[src/rtl/y86_pkg.sv]
// Shared Y86-64 definitions: opcodes, status codes, fetch FSM states and the
// registered fetch-result payload.
package y86_pkg;

  localparam int unsigned XLEN   = 64;
  localparam int unsigned STAT_W = 3;

  localparam logic [3:0] IHALT   = 4'h0;
  localparam logic [3:0] INOP    = 4'h1;
  localparam logic [3:0] IRRMOVQ = 4'h2;
  localparam logic [3:0] IIRMOVQ = 4'h3;
  localparam logic [3:0] IRMMOVQ = 4'h4;
  localparam logic [3:0] IMRMOVQ = 4'h5;
  localparam logic [3:0] IOPQ    = 4'h6;
  localparam logic [3:0] IJXX    = 4'h7;
  localparam logic [3:0] ICALL   = 4'h8;
  localparam logic [3:0] IRET    = 4'h9;
  localparam logic [3:0] IPUSHQ  = 4'hA;
  localparam logic [3:0] IPOPQ   = 4'hB;

  localparam logic [3:0] RNONE = 4'hF;

  localparam logic [STAT_W-1:0] STAT_AOK = 3'd1;
  localparam logic [STAT_W-1:0] STAT_HLT = 3'd2;
  localparam logic [STAT_W-1:0] STAT_ADR = 3'd3;
  localparam logic [STAT_W-1:0] STAT_INS = 3'd4;

  typedef enum logic [1:0] {
    S_IDLE,
    S_FETCH,
    S_DONE,
    S_HALT
  } fetch_state_t;

  typedef struct packed {
    logic [3:0]        icode;
    logic [3:0]        ifun;
    logic [3:0]        ra;
    logic [3:0]        rb;
    logic [XLEN-1:0]   valc;
    logic [XLEN-1:0]   valp;
    logic [STAT_W-1:0] stat;
  } fetch_result_t;

  localparam fetch_result_t RESULT_RESET = '{
    icode: 4'h0,
    ifun:  4'h0,
    ra:    RNONE,
    rb:    RNONE,
    valc:  '0,
    valp:  '0,
    stat:  STAT_AOK
  };

endpackage

[src/rtl/y86_instr_len.sv]
// Combinational instruction-format lookup: byte length, register byte,
// constant word and legality of the icode/ifun pair.
module y86_instr_len
  import y86_pkg::*;
(
  input  logic [3:0] icode,
  input  logic [3:0] ifun,
  output logic [3:0] len,
  output logic       need_regs,
  output logic       need_valc,
  output logic       valid
);

  always_comb begin
    len       = 4'd1;
    need_regs = 1'b0;
    need_valc = 1'b0;
    valid     = 1'b0;
    case (icode)
      IHALT, INOP, IRET: begin
        valid = (ifun == 4'h0);
      end
      IRRMOVQ: begin
        len       = 4'd2;
        need_regs = 1'b1;
        valid     = (ifun <= 4'h6);
      end
      IOPQ: begin
        len       = 4'd2;
        need_regs = 1'b1;
        valid     = (ifun <= 4'h3);
      end
      IPUSHQ, IPOPQ: begin
        len       = 4'd2;
        need_regs = 1'b1;
        valid     = (ifun == 4'h0);
      end
      IJXX: begin
        len       = 4'd9;
        need_valc = 1'b1;
        valid     = (ifun <= 4'h6);
      end
      ICALL: begin
        len       = 4'd9;
        need_valc = 1'b1;
        valid     = (ifun == 4'h0);
      end
      IIRMOVQ, IRMMOVQ, IMRMOVQ: begin
        len       = 4'd10;
        need_regs = 1'b1;
        need_valc = 1'b1;
        valid     = (ifun == 4'h0);
      end
      default: begin
        valid = 1'b0;
      end
    endcase
    // Illegal encodings are fetched as a single byte.
    if (!valid) begin
      len       = 4'd1;
      need_regs = 1'b0;
      need_valc = 1'b0;
    end
  end

endmodule

[src/rtl/y86_fetch_unit.sv]
// Multi-cycle Y86-64 fetch stage: reads one instruction byte per cycle from a
// 1-cycle-latency byte memory and presents decoded fields over valid/ready.
module y86_fetch_unit
  import y86_pkg::*;
(
  input  logic            clk,
  input  logic            rst,
  input  logic            in_valid,
  input  logic [XLEN-1:0] in_pc,
  output logic            in_ready,
  output logic            imem_rd,
  output logic [XLEN-1:0] imem_addr,
  input  logic [7:0]      imem_rdata,
  input  logic            imem_err,
  output logic            out_valid,
  input  logic            out_ready,
  output logic [3:0]      icode,
  output logic [3:0]      ifun,
  output logic [3:0]      rA,
  output logic [3:0]      rB,
  output logic [XLEN-1:0] valC,
  output logic [XLEN-1:0] valP,
  output logic [2:0]      stat
);

  fetch_state_t    state_q, state_d;
  logic [XLEN-1:0] base_q, base_d;
  logic [3:0]      idx_q, idx_d;
  logic            pend_q, pend_d;
  logic [3:0]      len_q, len_d;
  logic            regs_q, regs_d;
  logic            valc_q, valc_d;
  fetch_result_t   res_q, res_d;
  logic            in_ready_q;

  logic            rd_c;
  logic [3:0]      issue_idx;
  logic [2:0]      valc_idx;
  logic [3:0]      len_c;
  logic            need_regs_c;
  logic            need_valc_c;
  logic            valid_c;

  y86_instr_len u_len (
    .icode     (imem_rdata[7:4]),
    .ifun      (imem_rdata[3:0]),
    .len       (len_c),
    .need_regs (need_regs_c),
    .need_valc (need_valc_c),
    .valid     (valid_c)
  );

  // Byte position inside valC for the byte arriving this cycle.
  assign valc_idx = 3'(idx_q - (regs_q ? 4'd2 : 4'd1));

  // Next-state, result assembly and read issue. pend_q marks a byte returning
  // this cycle; its index is idx_q. The next byte is issued in the same cycle.
  always_comb begin
    state_d   = state_q;
    base_d    = base_q;
    idx_d     = idx_q;
    pend_d    = pend_q;
    len_d     = len_q;
    regs_d    = regs_q;
    valc_d    = valc_q;
    res_d     = res_q;
    rd_c      = 1'b0;
    issue_idx = 4'd0;
    case (state_q)
      S_IDLE: begin
        if (in_valid && in_ready_q) begin
          base_d  = in_pc;
          idx_d   = 4'd0;
          pend_d  = 1'b0;
          res_d   = RESULT_RESET;
          state_d = S_FETCH;
        end
      end
      S_FETCH: begin
        if (!pend_q) begin
          rd_c      = 1'b1;
          issue_idx = 4'd0;
          pend_d    = 1'b1;
        end else if (imem_err) begin
          res_d.stat = STAT_ADR;
          res_d.valp = base_q + XLEN'(idx_q);
          pend_d     = 1'b0;
          state_d    = S_DONE;
        end else if (idx_q == 4'd0) begin
          res_d.icode = imem_rdata[7:4];
          res_d.ifun  = imem_rdata[3:0];
          len_d       = len_c;
          regs_d      = need_regs_c;
          valc_d      = need_valc_c;
          if (!valid_c) begin
            res_d.stat = STAT_INS;
            res_d.valp = base_q + XLEN'(1);
            pend_d     = 1'b0;
            state_d    = S_DONE;
          end else if (len_c == 4'd1) begin
            res_d.stat = (imem_rdata[7:4] == IHALT) ? STAT_HLT : STAT_AOK;
            res_d.valp = base_q + XLEN'(1);
            pend_d     = 1'b0;
            state_d    = S_DONE;
          end else begin
            rd_c      = 1'b1;
            issue_idx = 4'd1;
            idx_d     = 4'd1;
          end
        end else begin
          if (regs_q && idx_q == 4'd1) begin
            res_d.ra = imem_rdata[7:4];
            res_d.rb = imem_rdata[3:0];
          end else if (valc_q) begin
            res_d.valc[{valc_idx, 3'b000} +: 8] = imem_rdata;
          end
          if (idx_q == 4'(len_q - 4'd1)) begin
            res_d.stat = STAT_AOK;
            res_d.valp = base_q + XLEN'(len_q);
            pend_d     = 1'b0;
            state_d    = S_DONE;
          end else begin
            rd_c      = 1'b1;
            issue_idx = 4'(idx_q + 4'd1);
            idx_d     = 4'(idx_q + 4'd1);
          end
        end
      end
      S_DONE: begin
        if (out_ready) begin
          state_d = (res_q.stat == STAT_AOK) ? S_IDLE : S_HALT;
        end
      end
      S_HALT: begin
        state_d = S_HALT;
      end
      default: begin
        state_d = S_IDLE;
      end
    endcase
  end

  always_ff @(posedge clk) begin
    if (rst) begin
      state_q    <= S_IDLE;
      base_q     <= '0;
      idx_q      <= 4'd0;
      pend_q     <= 1'b0;
      len_q      <= 4'd1;
      regs_q     <= 1'b0;
      valc_q     <= 1'b0;
      res_q      <= RESULT_RESET;
      in_ready_q <= 1'b0;
    end else begin
      state_q    <= state_d;
      base_q     <= base_d;
      idx_q      <= idx_d;
      pend_q     <= pend_d;
      len_q      <= len_d;
      regs_q     <= regs_d;
      valc_q     <= valc_d;
      res_q      <= res_d;
      in_ready_q <= (state_d == S_IDLE);
    end
  end

  // The read strobe must react to byte 0 and imem_err in the same cycle.
  assign imem_rd   = rd_c;
  assign imem_addr = rd_c ? (base_q + XLEN'(issue_idx)) : '0;
  assign in_ready  = in_ready_q;
  assign out_valid = (state_q == S_DONE);
  assign icode     = res_q.icode;
  assign ifun      = res_q.ifun;
  assign rA        = res_q.ra;
  assign rB        = res_q.rb;
  assign valC      = res_q.valc;
  assign valP      = res_q.valp;
  assign stat      = res_q.stat;

endmodule

[config.mk]
export PLATFORM = sky130hd
export DESIGN_NAME = y86_fetch_unit
export DESIGN_NICKNAME = d
export VERILOG_FILES = /design/src/rtl/y86_pkg.sv /design/src/rtl/y86_instr_len.sv /design/src/rtl/y86_fetch_unit.sv
export SDC_FILE = /design/constraint.sdc
export NUM_CORES = 1
export LEC_CHECK = 0
export CAP_MARGIN = 20
export CORE_UTILIZATION = 50
export DETAILED_ROUTE_END_ITERATION = 12
export PLACE_DENSITY = 0.88
export SLEW_MARGIN = 40
export SYNTH_ARGS = -nofsm -noshare
export SYNTH_HDL_FRONTEND = slang
export SYNTH_HIERARCHICAL = 1
export SYNTH_SLANG_ARGS = --single-unit
[constraint.sdc]
create_clock -name clk -period 6.5 [get_ports clk]
set_input_delay 1.3 -clock clk [delete_from_list [all_inputs] [get_ports clk]]
set_output_delay 1.3 -clock clk [all_outputs]
set_load 0.02 [all_outputs]
==> impl_metrics.csv <==
group,metric,value,unit
power,p_switching,0.812,mW
floorplanning,core_area,22900,um2
grt,gr-total-overflow,0,
final_layout,nets,1878,
placed_design,hpwl,33500,um
floorplanning,ios,291,
synth,synth_ff_type,"dfxtp_1",
drt,num_vias,12800,
drt,vias_per_cell,6.04,
drt,routedWlPerCell,22.0,um
sta,tns,0,ns
final_layout,design_area,16100,um2
synth,synth_top_area_share,38.0,%
sta,max_slew.worst_pin.slew,0.811,ns
floorplanning,start_util,51.7,%
critical_path,reg2reg_to,"valP[58]",
synth,syn-instance-count,1526,
power,seqPwrFrac,46.3,%
clock_tree,ctsRootBufferMaster,"clkbuf_16",
power,p_per_area,196,nW/um2
sta,setup_viol,0,
drt,drt_iter0_markers,1290,
synth,synth_area_leaders,"dfxtp_1 38%, nand2_1 6.8%, xnor2_1 6.4%",
drt,drc,0,
critical_path,reg2reg_depth,14,
power,switching_share,25.7,%
critical_path,worstPathArrival,5.17,ns
sta,hold_violations,0,
synth,seq_area_frac_synth,38.0,%
clock_tree,clkTransAtPathRegs,0.06,ns
power,power.share.clock,43.2,%
critical_path,cp-start-kind,"primary input",
critical_path,critPathRequiredTime,5.20,ns
sta,slew_viol_final,0,
power,peakVddDrop,0.185,mV
run_status,outcome,"finished clean",
critical_path,cp_top_family,"simple AND/OR/NAND/NOR gates",
synth,synth_top_cell_by_area,"dfxtp_1",
drt,antenna_left,0,
critical_path,worst-setup-path-type,"primary input to output pin",
clock_tree,clockBufferDepth,3,
synth,synth_seq_cells,225,
critical_path,ff2ff_setup_slack,2.22,ns
final_layout,n_antenna_cell,0,
power,power.internal,2.34,mW
critical_path,r2r_start,"idx_q[0]",
critical_path,path_cells,"dlygate4sd2_1, nor2b_1, nor4b_2, a22oi_2, a211o_1, or4b_4, and3_4, a22o_1, ha_2, inv_2, fa_2, nor2b_2, buf_4, o21a_1, nor2_1, buf_6, buf_12, nor4_4, xnor2_2, nor2_1, buf_4",
drt,drt_wl_total,46500,um
sta,fin_worst_skew,0.0115,ns
synth,yosys_warnings,6,
min_path,hold_class,"register to register",
placed_design,place_area,15100,um2
grt,grt_pass1_vias,11800,
sta,period_needed,6.47,ns
synth,syn_nets,1621,
job,drv_cap,0,
clock_tree,numCtsBuffers,24,
sta,fin_crit_sh,99.5,%
critical_path,worstPathMaxFanout,7,
grt,grt_usage,36.7,%
sta,max_freq,155,MHz
critical_path,cpPeakStageDelay,0.34,ns
power,power,3.16,mW
critical_path,cp_num_buf_inv,6,
synth,yosysMostFrequentCell,"dfxtp_1",
floorplanning,die_h,156,um
drt,firstDrtPassIters,8,
power,leakagePower,5.49,nW
critical_path,endpoint,"imem_addr[46]",
grt,antenna_found_initial,1,
critical_path,cp-startpoint,"imem_rdata[4]",
synth,synth.avg_cell_area,7.76,um2
clock_tree,clock_sinks,225,
synth,syn_area,11800,um2
synth,ys_top_cells_by_count,"225 x dfxtp_1, 214 x nand2_1, 180 x nor2_1",
critical_path,cp.depth,21,
clock_tree,cts_tree,"built",
synth,synth_edf_count,0,
final_layout,areaGrowthSynthToFinish,35.7,%
critical_path,endpoint_kind,"output pin",
floorplanning,die_area,24300,um2
critical_path,crit_slowest_cell,"fa_2",
synth,async_flop_share,0,%
placed_design,numPortBuffers,290,
placed_design,post-place-ws,-0.492,ns
sta,slew_headroom,45.6,%
final_layout,drive_gt1_share,10.1,%
sta,setup_slack,0.0349,ns
synth,synth.distinct_cells,69,
floorplanning,die_w,156,um
grt,grt_max_degree,98,
grt,grt_pass1_wl,69000,um
power,power_frac_comb,10.6,%
floorplanning,rows,55,
placed_design,gp_congestion,0.979,
clock_tree,htree_levels,1,
final_layout,post-route-util,70.1,%
clock_tree,insertion_delay,0.52,ns
worst min-delay path by stage:
| stage | from | endpoint | slack, ns | cells after the start |
|---|---|---|---|---|
| 3_3_place_gp | valP[10] | valP[10] | 0.44 | 2 |
| 3_5_place_dp | valP[58] | valP[58] | 0.45 | 1 |
| 5_1_grt | valP[11] | valP[11] | 0.47 | 1 |
| 6_report | valP[10] | valP[10] | 0.46 | 2 |
| 4_1_cts | valP[10] | valP[10] | 0.46 | 2 |
| 2_1_floorplan | valc_q | valc_q | 0.44 | 2 |
registers in the layout, indices dropped and copies added (netlist names):
signal,count
base_q,64
icode,4
idx_q,4
ifun,4
in_ready,1
len_q,4
pend_q,1
rA,4
rB,4
regs_q,1
stat,3
state_q,2
valC,64
valP,64
valc_q,1
worst register-to-register path, cell delays in order (launching register included):
cell	delay (ns)
dfxtp_1	0.38
inv_1	0.18
ha_1	0.24
nor3b_2	0.52
nor3_1	0.09
a21oi_1	0.21
ha_1	0.22
inv_1	0.06
fa_1	0.37
nand2b_1	0.21
a21oi_2	0.47
nand3_1	0.55
nor3_1	0.41
xnor2_1	0.17
o2bb2ai_1	0.07
timing repair:
action,CTS,global route
setup endpoints to repair,59,61
gates resized for setup,117,34
hold buffers,0,0
pin swaps,14,9
setup buffers,6,5
per-layer routing:
metal | GRT usage [%] | vias to the layer above | wire, um
li1 | - | 5794 | -
met1 | 48.5 | 6023 | 19000
met2 | 57.5 | 808 | 20600
met3 | 9.53 | 132 | 5360
met4 | 13.0 | 2 | 1550
met5 | 0 | - | 13
cells by family after synthesis:
group	synth area share [%]
adders and majority gates	2.09
AOI/OAI and AO/OA	15.4
and+or+nand+nor	29.7
muxes	0.0845
other	0.0317
buffers and inverters	5.14
DFF	38.0
xor gates and xnor gates	9.58
power groups by stage:
stage / logic (mW) / registers [mW] / clock network (mW)
4_1_cts: 0.322 / 1.46 / 1.36
3_5_place_dp: 0.322 / 1.49 / 0
6_report: 0.334 / 1.46 / 1.36
3_3_place_gp: 0.316 / 1.48 / 0
5_1_grt: 0.354 / 1.46 / 1.42
2_1_floorplan: 0.203 / 1.46 / 0
cells in the final DEF (no fill, tap or decap), types with 25 or more instances in the layout:
cell type          n
clkdlybuf4s50_1  222
nand3_1          101
nand2_1          214
a21oi_1          140
o2bb2ai_1         48
nand4_1           32
dlygate4sd2_1     39
nor3_1            39
dfxtp_1          225
clkbuf_16         25
buf_4             64
nor2_1           175
a22oi_1           34
xnor2_1           82
nand3b_1          27
xor2_1            40
cell type report:
cell class                      count  area [um2]
Clock buffer                       36         687
Clock inverter                      6        83.8
Fill cell                        1812        6840
Inverter                           21        78.8
Multi-Input combinational cell   1153        6950
Sequential cell                   225        4500
Tap cell                          313         392
Timing Repair Buffer              358        3370
stage by stage:
stage | cells | hold WS, ns
detailed placement | 2059 | 0.451
CTS | 2107 | 0.460
global placement | 2059 | 0.440
global route | 2112 | 0.475
finish | 2112 | 0.460
floorplan | 1526 | 0.437
(Power assumes the default switching activity.)
